$ cat src/rtl/xor_mem_write_scheduler.sv
// Schedules up to two requester writes per cycle onto a dual-write-port memory
// with round-robin fairness, and runs a full-memory clear sweep on request.
module xor_mem_write_scheduler #(
   parameter int ADDR_WIDTH = 10,
   parameter int DATA_WIDTH = 8
) (
   input  logic                      clk,
   input  logic                      rst_n,
   input  logic [3:0]                req_valid,
   input  logic [4*ADDR_WIDTH-1:0]   req_addr,
   input  logic [4*DATA_WIDTH-1:0]   req_data,
   output logic [3:0]                req_ready,
   input  logic                      clr_start,
   output logic                      clr_busy,
   output logic                      clr_done,
   output logic [1:0]                enW,
   output logic [ADDR_WIDTH-1:0]     wa1,
   output logic [ADDR_WIDTH-1:0]     wa2,
   output logic [DATA_WIDTH-1:0]     w1,
   output logic [DATA_WIDTH-1:0]     w2,
   output logic                      dbg_state,
   output logic [1:0]                dbg_ptr
);

   localparam logic [0:0] IDLE  = 1'b0;
   localparam logic [0:0] CLEAR = 1'b1;
   localparam logic [ADDR_WIDTH-1:0] LAST_PAIR = {{(ADDR_WIDTH-1){1'b1}}, 1'b0};

   logic [0:0]            state;
   logic [1:0]            ptr;
   logic [ADDR_WIDTH-1:0] cnt;

   logic                  arb_en;
   logic [1:0]            idx;
   logic                  g1_found, g2_found;
   logic [1:0]            g1_idx, g2_idx;
   logic [ADDR_WIDTH-1:0] g1_addr, g2_addr, cand_addr;
   logic [DATA_WIDTH-1:0] g1_data, g2_data;
   logic [3:0]            ready_c;

   // Handshake: requester i transfers on a rising edge where req_valid[i] and
   // req_ready[i] are both high; a requester keeps valid/addr/data stable until then.
   always_comb begin
      arb_en    = (state == IDLE) && !clr_start;
      idx       = 2'd0;
      cand_addr = '0;
      g1_found  = 1'b0;
      g2_found  = 1'b0;
      g1_idx    = 2'd0;
      g2_idx    = 2'd0;
      g1_addr   = '0;
      g2_addr   = '0;
      g1_data   = '0;
      g2_data   = '0;
      for (int k = 0; k < 4; k++) begin
         idx       = ptr + 2'(k);
         cand_addr = req_addr[int'(idx)*ADDR_WIDTH +: ADDR_WIDTH];
         if (req_valid[idx]) begin
            if (!g1_found) begin
               g1_found = 1'b1;
               g1_idx   = idx;
               g1_addr  = cand_addr;
               g1_data  = req_data[int'(idx)*DATA_WIDTH +: DATA_WIDTH];
            end else if (!g2_found && (cand_addr != g1_addr)) begin
               // same-address requesters wait so the two ports never collide
               g2_found = 1'b1;
               g2_idx   = idx;
               g2_addr  = cand_addr;
               g2_data  = req_data[int'(idx)*DATA_WIDTH +: DATA_WIDTH];
            end
         end
      end
      ready_c = 4'b0000;
      if (arb_en && g1_found) ready_c[g1_idx] = 1'b1;
      if (arb_en && g2_found) ready_c[g2_idx] = 1'b1;
   end

   assign req_ready = ready_c;
   assign dbg_state = state;
   assign dbg_ptr   = ptr;

   always_ff @(posedge clk or negedge rst_n) begin
      if (!rst_n) begin
         state    <= IDLE;
         ptr      <= 2'd0;
         cnt      <= '0;
         enW      <= 2'b00;
         wa1      <= '0;
         wa2      <= '0;
         w1       <= '0;
         w2       <= '0;
         clr_busy <= 1'b0;
         clr_done <= 1'b0;
      end else begin
         enW      <= 2'b00;
         clr_done <= 1'b0;
         if (state == CLEAR) begin
            enW <= 2'b11;
            wa1 <= cnt;
            wa2 <= cnt + ADDR_WIDTH'(1);
            w1  <= '0;
            w2  <= '0;
            cnt <= cnt + ADDR_WIDTH'(2);
            if (cnt == LAST_PAIR) begin
               state    <= IDLE;
               cnt      <= '0;
               clr_busy <= 1'b0;
               clr_done <= 1'b1;
            end
         end else if (clr_start) begin
            state    <= CLEAR;
            cnt      <= '0;
            clr_busy <= 1'b1;
         end else begin
            if (g1_found) begin
               enW[0] <= 1'b1;
               wa1    <= g1_addr;
               w1     <= g1_data;
            end
            if (g2_found) begin
               enW[1] <= 1'b1;
               wa2    <= g2_addr;
               w2     <= g2_data;
            end
            // fairness: next scan starts just after the last requester served
            if (g2_found)      ptr <= g2_idx + 2'd1;
            else if (g1_found) ptr <= g1_idx + 2'd1;
         end
      end
   end

endmodule

$ cat config.mk
export PLATFORM = sky130hd
export DESIGN_NAME = xor_mem_write_scheduler
export DESIGN_NICKNAME = d
export VERILOG_FILES = /design/src/rtl/xor_mem_write_scheduler.sv
export SDC_FILE = /design/constraint.sdc
export NUM_CORES = 1
export LEC_CHECK = 0
export CAP_MARGIN = 10
export CORE_ASPECT_RATIO = 0.5
export CORE_UTILIZATION = 34
export CTS_CLUSTER_SIZE = 12
export DETAILED_ROUTE_END_ITERATION = 10
export PLACE_DENSITY = 0.61
export REMOVE_ABC_BUFFERS = 1
export SYNTH_ARGS = -nofsm -noshare
export SYNTH_HDL_FRONTEND = slang
export SYNTH_SLANG_ARGS = --single-unit
$ cat constraint.sdc
create_clock -name clk -period 6.4 [get_ports clk]
set_input_delay 1.28 -clock clk [delete_from_list [all_inputs] [get_ports clk]]
set_output_delay 1.28 -clock clk [all_outputs]
set_load 0.01 [all_outputs]
## Word level (Yosys, flattened, before mapping)

Cells that the tools add are included.

| word-level totals | value |
|---|---|
| output and inout bits | 47 |
| word-level logic and storage cells | 168 |
| register bits | 53 |
| input bits | 79 |

| operators by class | value |
|---|---|
| multiply operators | 4 |
| multiplexer cells | 104 |
| order comparisons | 8 |
| shifts and indexed selects | 8 |
| eq/ne operators | 6 |
| add/subtract/negate cells | 7 |
| bitwise logic cells | 3 |
| reduce and logical (&&, ||, !) cells | 18 |

Operator list:

| kind | count |
|---|---|
| $mux W10 | 25 |
| $mux W8 | 22 |
| $shiftx A40 B7 Y10 | 4 |
| $shiftx A32 B6 Y8 | 4 |
| $mux W2 | 20 |
| $ne A10 B10 Y1 | 3 |
| $mux W1 | 29 |
| $mul A2 B3 Y5 const B | 4 |
| $lt A2 B3 Y1 const B | 6 |
| $add A10 B1 Y10 const B | 1 |
| $add A10 B2 Y10 const B | 1 |
| $eq A10 B10 Y1 const B | 1 |
| $bmux W1 S2 | 4 |
| $mux W4 | 2 |
| $reduce_bool A2 Y1 | 4 |
| $logic_and A1 B1 Y1 | 7 |
| $add A2 B1 Y2 const B | 3 |
| $reduce_and A2 Y1 | 3 |
| $add A2 B2 Y2 const B | 2 |
| $demux W1 S2 | 2 |
| $ge A2 B1 Y1 const B | 2 |
| $ne A2 B1 Y1 const B | 2 |
| $or A4 B4 Y4 | 1 |
| $logic_not A1 Y1 | 3 |
| 2 further kinds | 3 |

## Longest topological paths before layout

Gate-level depths: netlist of run 1.

| logic depth | value |
|---|---|
| depth in word-level cells | 23 |
| gate-level depth with buffers | 20 |
| gate-level depth less buffers | 15 |

## Least setup slack after synthesis of run 1

No wires, ideal clock.

| timing path | value |
|---|---|
| path type | input port to output port |
| start point | input port req_valid[0] |
| end point | output port req_ready[0] |
| arrival | 4343 ps |
| path buffers | 3 |
| required time | 5120 ps |
| stages | 14 |
| slack | 777 ps |
| path through | buf_2 and4b_1 buf_2 or4_1 buf_2 a22o_1 a21oi_1 xor2_1 nor4_1 a31oi_4 or2b_1 a21oi_1 or3_1 o22ai_1 |

| between the ends | value |
|---|---|
| longest elaborated chain between the ends | 23 |
| elaborated cells between the ends (all ways) | 64 |
| those cells by class | order compare: 4; eq/ne: 3; mux: 48; bitwise: 1; reduce/logical: 8 |

Ends and longest elaborated chain:

| item | line | source |
|---|---|---|
| start, declared | 9 | `input logic [3:0] req_valid,` |
| $bmux W1 S2 | 58 | `if (req_valid[idx]) begin` |
| $mux W1 (not written as such) | 58 |  |
| $mux W10 | 58 |  |
| $ne A10 B10 Y1 | 64 | `end else if (!g2_found && (cand_addr != g1_addr)) begin` |
| $mux W1 | 64 |  |
| $mux W1 | 59 | `if (!g1_found) begin` |
| $mux W1 | 58 |  |
| $logic_not A1 Y1 | 64 |  |
| [... 7 more ...] | -- |  |
| $mux W2 | 59 |  |
| $mux W2 | 58 |  |
| $lt A2 B3 Y1 (not written as such) / $ge A2 B1 Y1 (equally long branches) | 75 | `if (arb_en && g2_found) ready_c[g2_idx] = 1'b1;` |
| $logic_and A1 B1 Y1 (not written as such) | 75 |  |
| $mux W1 (not written as such) | 75 |  |
| $demux W1 S2 | 75 |  |
| $or A4 B4 Y4 (no line) | -- |  |
| $mux W4 * | 75 |  |
| end, declared | 12 | `output logic [3:0] req_ready,` |

Mark *: on every way between the ends. The rest lies on a longest branch, timed or not. The select of a mux whose other input is x is not followed.

## Worst setup path in the final report of run 1

| timing path | value |
|---|---|
| start point | input port req_valid[2] |
| end point | output port req_ready[0] |

Same word-level chain as after synthesis.

==> reports/metrics.csv, run 1 <==
metric;value;unit
grt_setup_unrepaired;no;
grtUsageMet2;0.320;
synth_edf_count;0;
synth.avg_cell_area;8.85;µm²
min_path_type;flop to flop;
synthCells;685;
regArea;0.00131;mm²
grt.busiest_layer;met1;
numCtsBuffers;5;
grt_max_degree;53;
wl_per_cell;19.0;µm
path_buf_inv;4;
clkTransAtPathRegs;70;ps
synth_seq_cells;52;
drive_gt1_frac;0.205;
cp.arrival;5000;ps
dr.pass1.iters;5;
p_leak;3.15;nW
worstPathRequired;5120;ps
coreArea;0.0174;mm²
drc;0;
place_congestion;0.861;
synth_area_leaders;dfrtp_1 (21%), mux4_2 (12%), o21ai_0 (4.8%);
vias;6332;
ant_nets;0;
grt_pass1_wl;31400;µm
vias_per_cell;5.96;
critPathTopFamily;simple AND/OR/NAND/NOR gates;
synth.largest_area_cell;dfrtp_1;
start_util;0.348;
worstPathMaxFanout;15;
worstMarginPinSlew;1080;ps
hold_viol;0;
synthDistinctLibCells;81;
die_h;96.4;µm
post-route-period-util;0.981;
synth_area;0.00606;mm²
syn2layout_area_growth;31.8;%
endpoint_kind;output port;
grt_pass1_vias;5780;
dpl_cell_area;0.00780;mm²
slew_headroom;0.272;
grt_util_met3;0.0314;
antenna_found_initial;0;
dieWidth;191;µm
multi_input_area;0.00441;mm²
ys_warn_count;0;
grt_util_met1;0.338;
ys.flop_type;dfrtp_1;
n_fill_cell;1644;
peakVddDrop;0.161;mV
grt_usage;0.217;
overflow;0;
critPathKind;primary input to output port;
cts_root_buffer;clkbuf_16;
cts_hold_buf;0;
cts_sinks;52;
critPathLaunchType;primary input;
dp_hpwl;15300;µm
die-area;0.0184;mm²
rows;34;
nNetsFinal;908;
port_buffers;125;
synth_top_area_frac;0.215;
first_iter_violations;548;
yosysSeqAreaShare;0.215;
cpMaxStageDelayCell;clkdlybuf4s50_1;
drt-total-wl;20200;µm
clkLatencyLatePin;290;ps
drv_slew;0;
n_antenna_cell;0;
finalCriticalPeriod;6280;ps
htree_levels;2;
cts_buffer_depth;2;
final_cell_area;0.00799;mm²
ys_async_sr_fraction;1.00;
skew;6.75;ps
dp_slack;-325;ps
status;finished, final reports clean;
cts_tree;yes;
fmax;159;MHz
io_pins;126;
drv_cap;0;
crit_path_cell_trace;clkdlybuf4s50_1 > buf_4 > nor4bb_2 > buf_4 > o41a_1 > or3_1 > and4b_1 > and4_4 > a221oi_4 > and2_4 > or2b_1 > a21oi_1 > or3_1 > o22ai_1 > clkbuf_2;
crit_path_max_incr_delay;460;ps
p_per_area;443;mW/mm²
finalSetupViolCount;0;
worst_slack;122;ps
[metrics by stage]
stage	setup TNS (ps)	utilization	total power [mW]	hold slack, ps	std cells
finish	0	0.459	3.54	491	1062
global route	0	0.459	3.80	515	1062
CTS	0	0.458	3.48	496	1062
detailed placement	-1030	0.448	3.18	476	1053
global placement	-682	0.448	3.14	472	1053
floorplan	-5250	-	2.29	487	629
[final cells by class]
type / count / share of cell area
Clock buffer: 6 / 0.0161
Inverter: 20 / 0.00939
Clock inverter: 2 / 0.00219
Sequential cell: 52 / 0.164
Timing Repair Buffer: 191 / 0.220
Multi-Input combinational cell: 557 / 0.552
Tap cell: 234 / 0.0366
[placed cells by master, fill, tap and decap left out, drive strengths merged, types with 5 or more instances in the layout]
| master | instances |
|---|---|
| a211o | 5 |
| buf | 67 |
| or2 | 6 |
| clkdlybuf4s50 | 120 |
| nor4b | 6 |
| a22o | 8 |
| dfrtp | 52 |
| o41ai | 7 |
| o22ai | 15 |
| a211oi | 21 |
| nand2 | 74 |
| and2 | 10 |
| o21ai | 62 |
| a221oi | 14 |
| a22oi | 18 |
| mux2i | 28 |
| nand3 | 17 |
| o31ai | 14 |
| inv | 22 |
| clkbuf | 10 |
| and3 | 7 |
| mux4 | 37 |
| a222oi | 8 |
| xor2 | 17 |
| mux2 | 26 |
| a21oi | 36 |
| nor2 | 56 |
[kinds of logic after synthesis]
| family | after synthesis | share of synthesized area |
|---|---|---|
| adders and majority gates | 2 | 0.00413 |
| muxes | 91 | 0.234 |
| DFF | 52 | 0.215 |
| and+or+nand+nor | 203 | 0.167 |
| buffers and inverters | 76 | 0.0675 |
| AOI/OAI and AO/OA | 240 | 0.282 |
| xor gates and xnor gates | 21 | 0.0303 |
[final timing paths]
check                      cells after the start                     end  slack, ps                    from
max                                           15            req_ready[0]        120            req_valid[2]
min                                            2       w1[2]$_DFFE_PN0P_        490       w1[2]$_DFFE_PN0P_
max reg2reg                                   14      wa2[8]$_DFFE_PN0P_       1590  dbg_ptr[0]$_DFFE_PN0P_
min reg2reg                                    2       w1[2]$_DFFE_PN0P_        490       w1[2]$_DFFE_PN0P_
max in group asynchronous                      2  dbg_ptr[0]$_DFFE_PN0P_       4750                   rst_n
min in group asynchronous                      2       w1[3]$_DFFE_PN0P_       1090                   rst_n
[flip-flops by register name (all words and copies together) (netlist names)]
register	count
w2	8
dbg_state	1
wa2	10
enW	2
clr_busy	1
clr_done	1
w1	8
dbg_ptr	2
cnt	9
wa1	10
[metal layers]
metal | vias up | part of all wire | wire length [µm]
li1 | 2953 | - | -
met1 | 3112 | 0.49 | 9860
met2 | 255 | 0.42 | 8530
met3 | 12 | 0.081 | 1640
met4 | 0 | 0.0066 | 134
met5 | - | 0 | 0
[worst min-delay path: stages (launching register included)]
cell	delay, ps
dfrtp_1	360
nand2_1	50
o31ai_1	50
[Yosys cell counts, drive strengths merged (4+ instances only)]
cell	number
nand3	17
or2	6
xnor2	4
o22ai	15
dfrtp	52
a211o	5
nand2	74
nor3	4
and2	10
a31oi	4
a21oi	36
mux4	37
buf	34
o31ai	14
clkbuf	22
o21ai	62
mux2i	28
o32ai	4
inv	20
and3	7
o21bai	4
xor2	17
nor4b	6
o2bb2ai	4
nor2	56
a211oi	21
a22oi	18
a22o	8
mux2	26
a222oi	8
a221oi	14
o41ai	7
or3	4
[report_power, final]
group / internal (mW) / switching [mW]
combinational: 1.25 / 1.47
sequential: 0.400 / 0.141
clock: 0.149 / 0.130
[what timing repair did]
action / in CTS / in global routing
pin swaps: 1 / 2
gates resized for setup: 7 / 14
buffers inserted: 1 / 0
setup endpoints to repair: 4 / 4
Note: power is estimated with default switching activity, not from simulation.
==> inputs of run 2 (changes only) <==
GPL_TIMING_DRIVEN = 0   (was default)
MAX_ROUTING_LAYER = met4   (was default)
SKIP_LAST_GASP = 1   (was default)
==> run 2 against run 1 <==
Sequential share of layout area increased by 0.36 points. Routed wire length decreased by 0.56%. Via count decreased by 2.8%. Cell area decreased by 2.2%. Sequential power increased by 2%. Clock power increased by 15%. Global-route usage about the same. Fmax decreased by 0.50%. Critical endpoint unchanged. Largest cell class unchanged.
==> reports/metrics.csv, run 2 (synthesis gave the netlist of run 1 again) <==
metric;value;unit
cts_hold_buf;0;
grt_pass1_wl;30400;µm
rows;34;
first_iter_violations;809;
critPathKind;primary input to output port;
drv_slew;0;
fmax;158;MHz
comb_power_share;0.747;
drv_cap;0;
ant_nets;0;
reg_top3;wa1 x10, wa2 x10, cnt x9;
power.total;3.47;mW
finalCriticalPeriod;6310;ps
p_clk_frac;0.093;
worstMarginPinSlew;1190;ps
layout_commonest_cell;clkdlybuf4s50_1;
cts_tree;yes;
vias;6157;
dp_cells;993;
p_leak;3.02;nW
grt_setup_unrepaired;no;
cts_root_buffer;clkbuf_16;
endpoint_kind;output port;
grt_max_degree;61;
clkTransAtPathRegs;70;ps
port_buffers;125;
dr.pass1.iters;5;
dp_hpwl;14000;µm
hold_viol;0;
worstPathRequired;5120;ps
fin_cells;1017;
vias_per_cell;6.05;
worstPathMaxFanout;11;
die-area;0.0184;mm²
n_antenna_cell;0;
dieWidth;191;µm
final_cell_area;0.00782;mm²
cts_buffer_depth;2;
grt_usage;0.217;
status;finished, final reports clean;
die_h;96.4;µm
io_pins;126;
overflow;0;
wl_per_cell;19.7;µm
syn2layout_area_growth;29.0;%
cts_sinks;52;
numCtsBuffers;5;
cp.arrival;5030;ps
peakVddDrop;0.206;mV
post-route-period-util;0.986;
place_congestion;0.853;
coreArea;0.0174;mm²
grt_pass1_vias;5429;
p_int;1.75;mW
n_fill_cell;1654;
nNetsFinal;863;
drc;0;
drive_gt1_frac;0.170;
seq_power_share;0.160;
finalSetupViolCount;0;
skew;6.07;ps
dpl_cell_area;0.00738;mm²
slew_headroom;0.198;
power.share.switching;0.497;
htree_levels;2;
min_path_type;flop to flop;
critPathLaunchType;primary input;
drt-total-wl;20100;µm
power_switching;1.72;mW
start_util;0.348;
antenna_found_initial;0;
clkLatencyLatePin;290;ps
p_per_area;444;mW/mm²
final_cell_mix;clkdlybuf4s50_1 (116), nand2_1 (73), o21ai_0 (58);
-- run 2: routing by layer --
layer	up-vias	share of wire	track usage
met4	0	0.0064	0.0333
met1	3061	0.49	0.321
met5	-	0	-
met3	15	0.065	0.0300
met2	211	0.44	0.317
li1	2870	-	-
-- run 2: per-stage QoR --
step | setup TNS (ps) | hold slack, ps | utilization | setup slack [ps]
2_1_floorplan | -5250 | 487 | - | -1320
3_3_place_gp | -69220 | 468 | 0.418 | -4150
3_5_place_dp | -7550 | 474 | 0.424 | -1920
4_1_cts | 0 | 490 | 0.443 | 5.15
5_1_grt | 0 | 512 | 0.449 | 9.65
6_report | 0 | 478 | 0.449 | 90.0
-- run 2: cell type report --
cell class | count | area [µm²] | area share
repair buffers | 143 | 1450 | 0.185
flip-flops and latches | 52 | 1310 | 0.167
clock buffers | 6 | 139 | 0.0178
clock inverters | 2 | 38.8 | 0.00496
well taps | 234 | 293 | 0.0374
inverters | 20 | 77.6 | 0.00992
multi-input cells | 560 | 4510 | 0.577
-- run 2: path summary, 6_finish.rpt --
path / start / end / depth (start not counted) / slack [ps]
setup / recovery: req_addr[4] / req_ready[0] / 13 / 90
hold reg to reg: w1[0]$_DFFE_PN0P_ / w1[0]$_DFFE_PN0P_ / 2 / 480
min in group asynchronous: rst_n / wa2[8]$_DFFE_PN0P_ / 1 / 900
hold / removal: w1[0]$_DFFE_PN0P_ / w1[0]$_DFFE_PN0P_ / 2 / 480
setup reg to reg: dbg_ptr[1]$_DFFE_PN0P_ / wa2[8]$_DFFE_PN0P_ / 13 / 1530
max in group asynchronous: rst_n / dbg_ptr[0]$_DFFE_PN0P_ / 2 / 4950
-- run 2: repair_timing --
action	4_1_cts	5_1_grt
buffers inserted	7	6
endpoints found under the setup margin	4	4
endpoints found under the hold margin	0	0
gates cloned	1	2
pin swaps	8	3
gates resized for setup	36	8
-- run 2: power by group through the flow --
| stage | Sequential, mW | Combinational (mW) | Clock, mW |
|---|---|---|---|
| 2_1_floorplan | 0.648 | 1.65 | 0 |
| 3_3_place_gp | 0.690 | 2.26 | 0 |
| 3_5_place_dp | 0.587 | 2.35 | 0 |
| 4_1_cts | 0.556 | 2.49 | 0.329 |
| 5_1_grt | 0.572 | 2.78 | 0.341 |
| 6_report | 0.555 | 2.60 | 0.322 |
-- run 2: worst max-delay path, cell delays in order --
cell	delay, ps
clkdlybuf4s50_1	470
mux4_2	560
o41a_1	160
or3_1	350
and4b_1	210
and4_4	210
a221oi_4	310
o21ai_4	110
nor2b_4	200
nand2b_4	240
or3_4	410
o22ai_1	210
dlygate4sd2_1	320
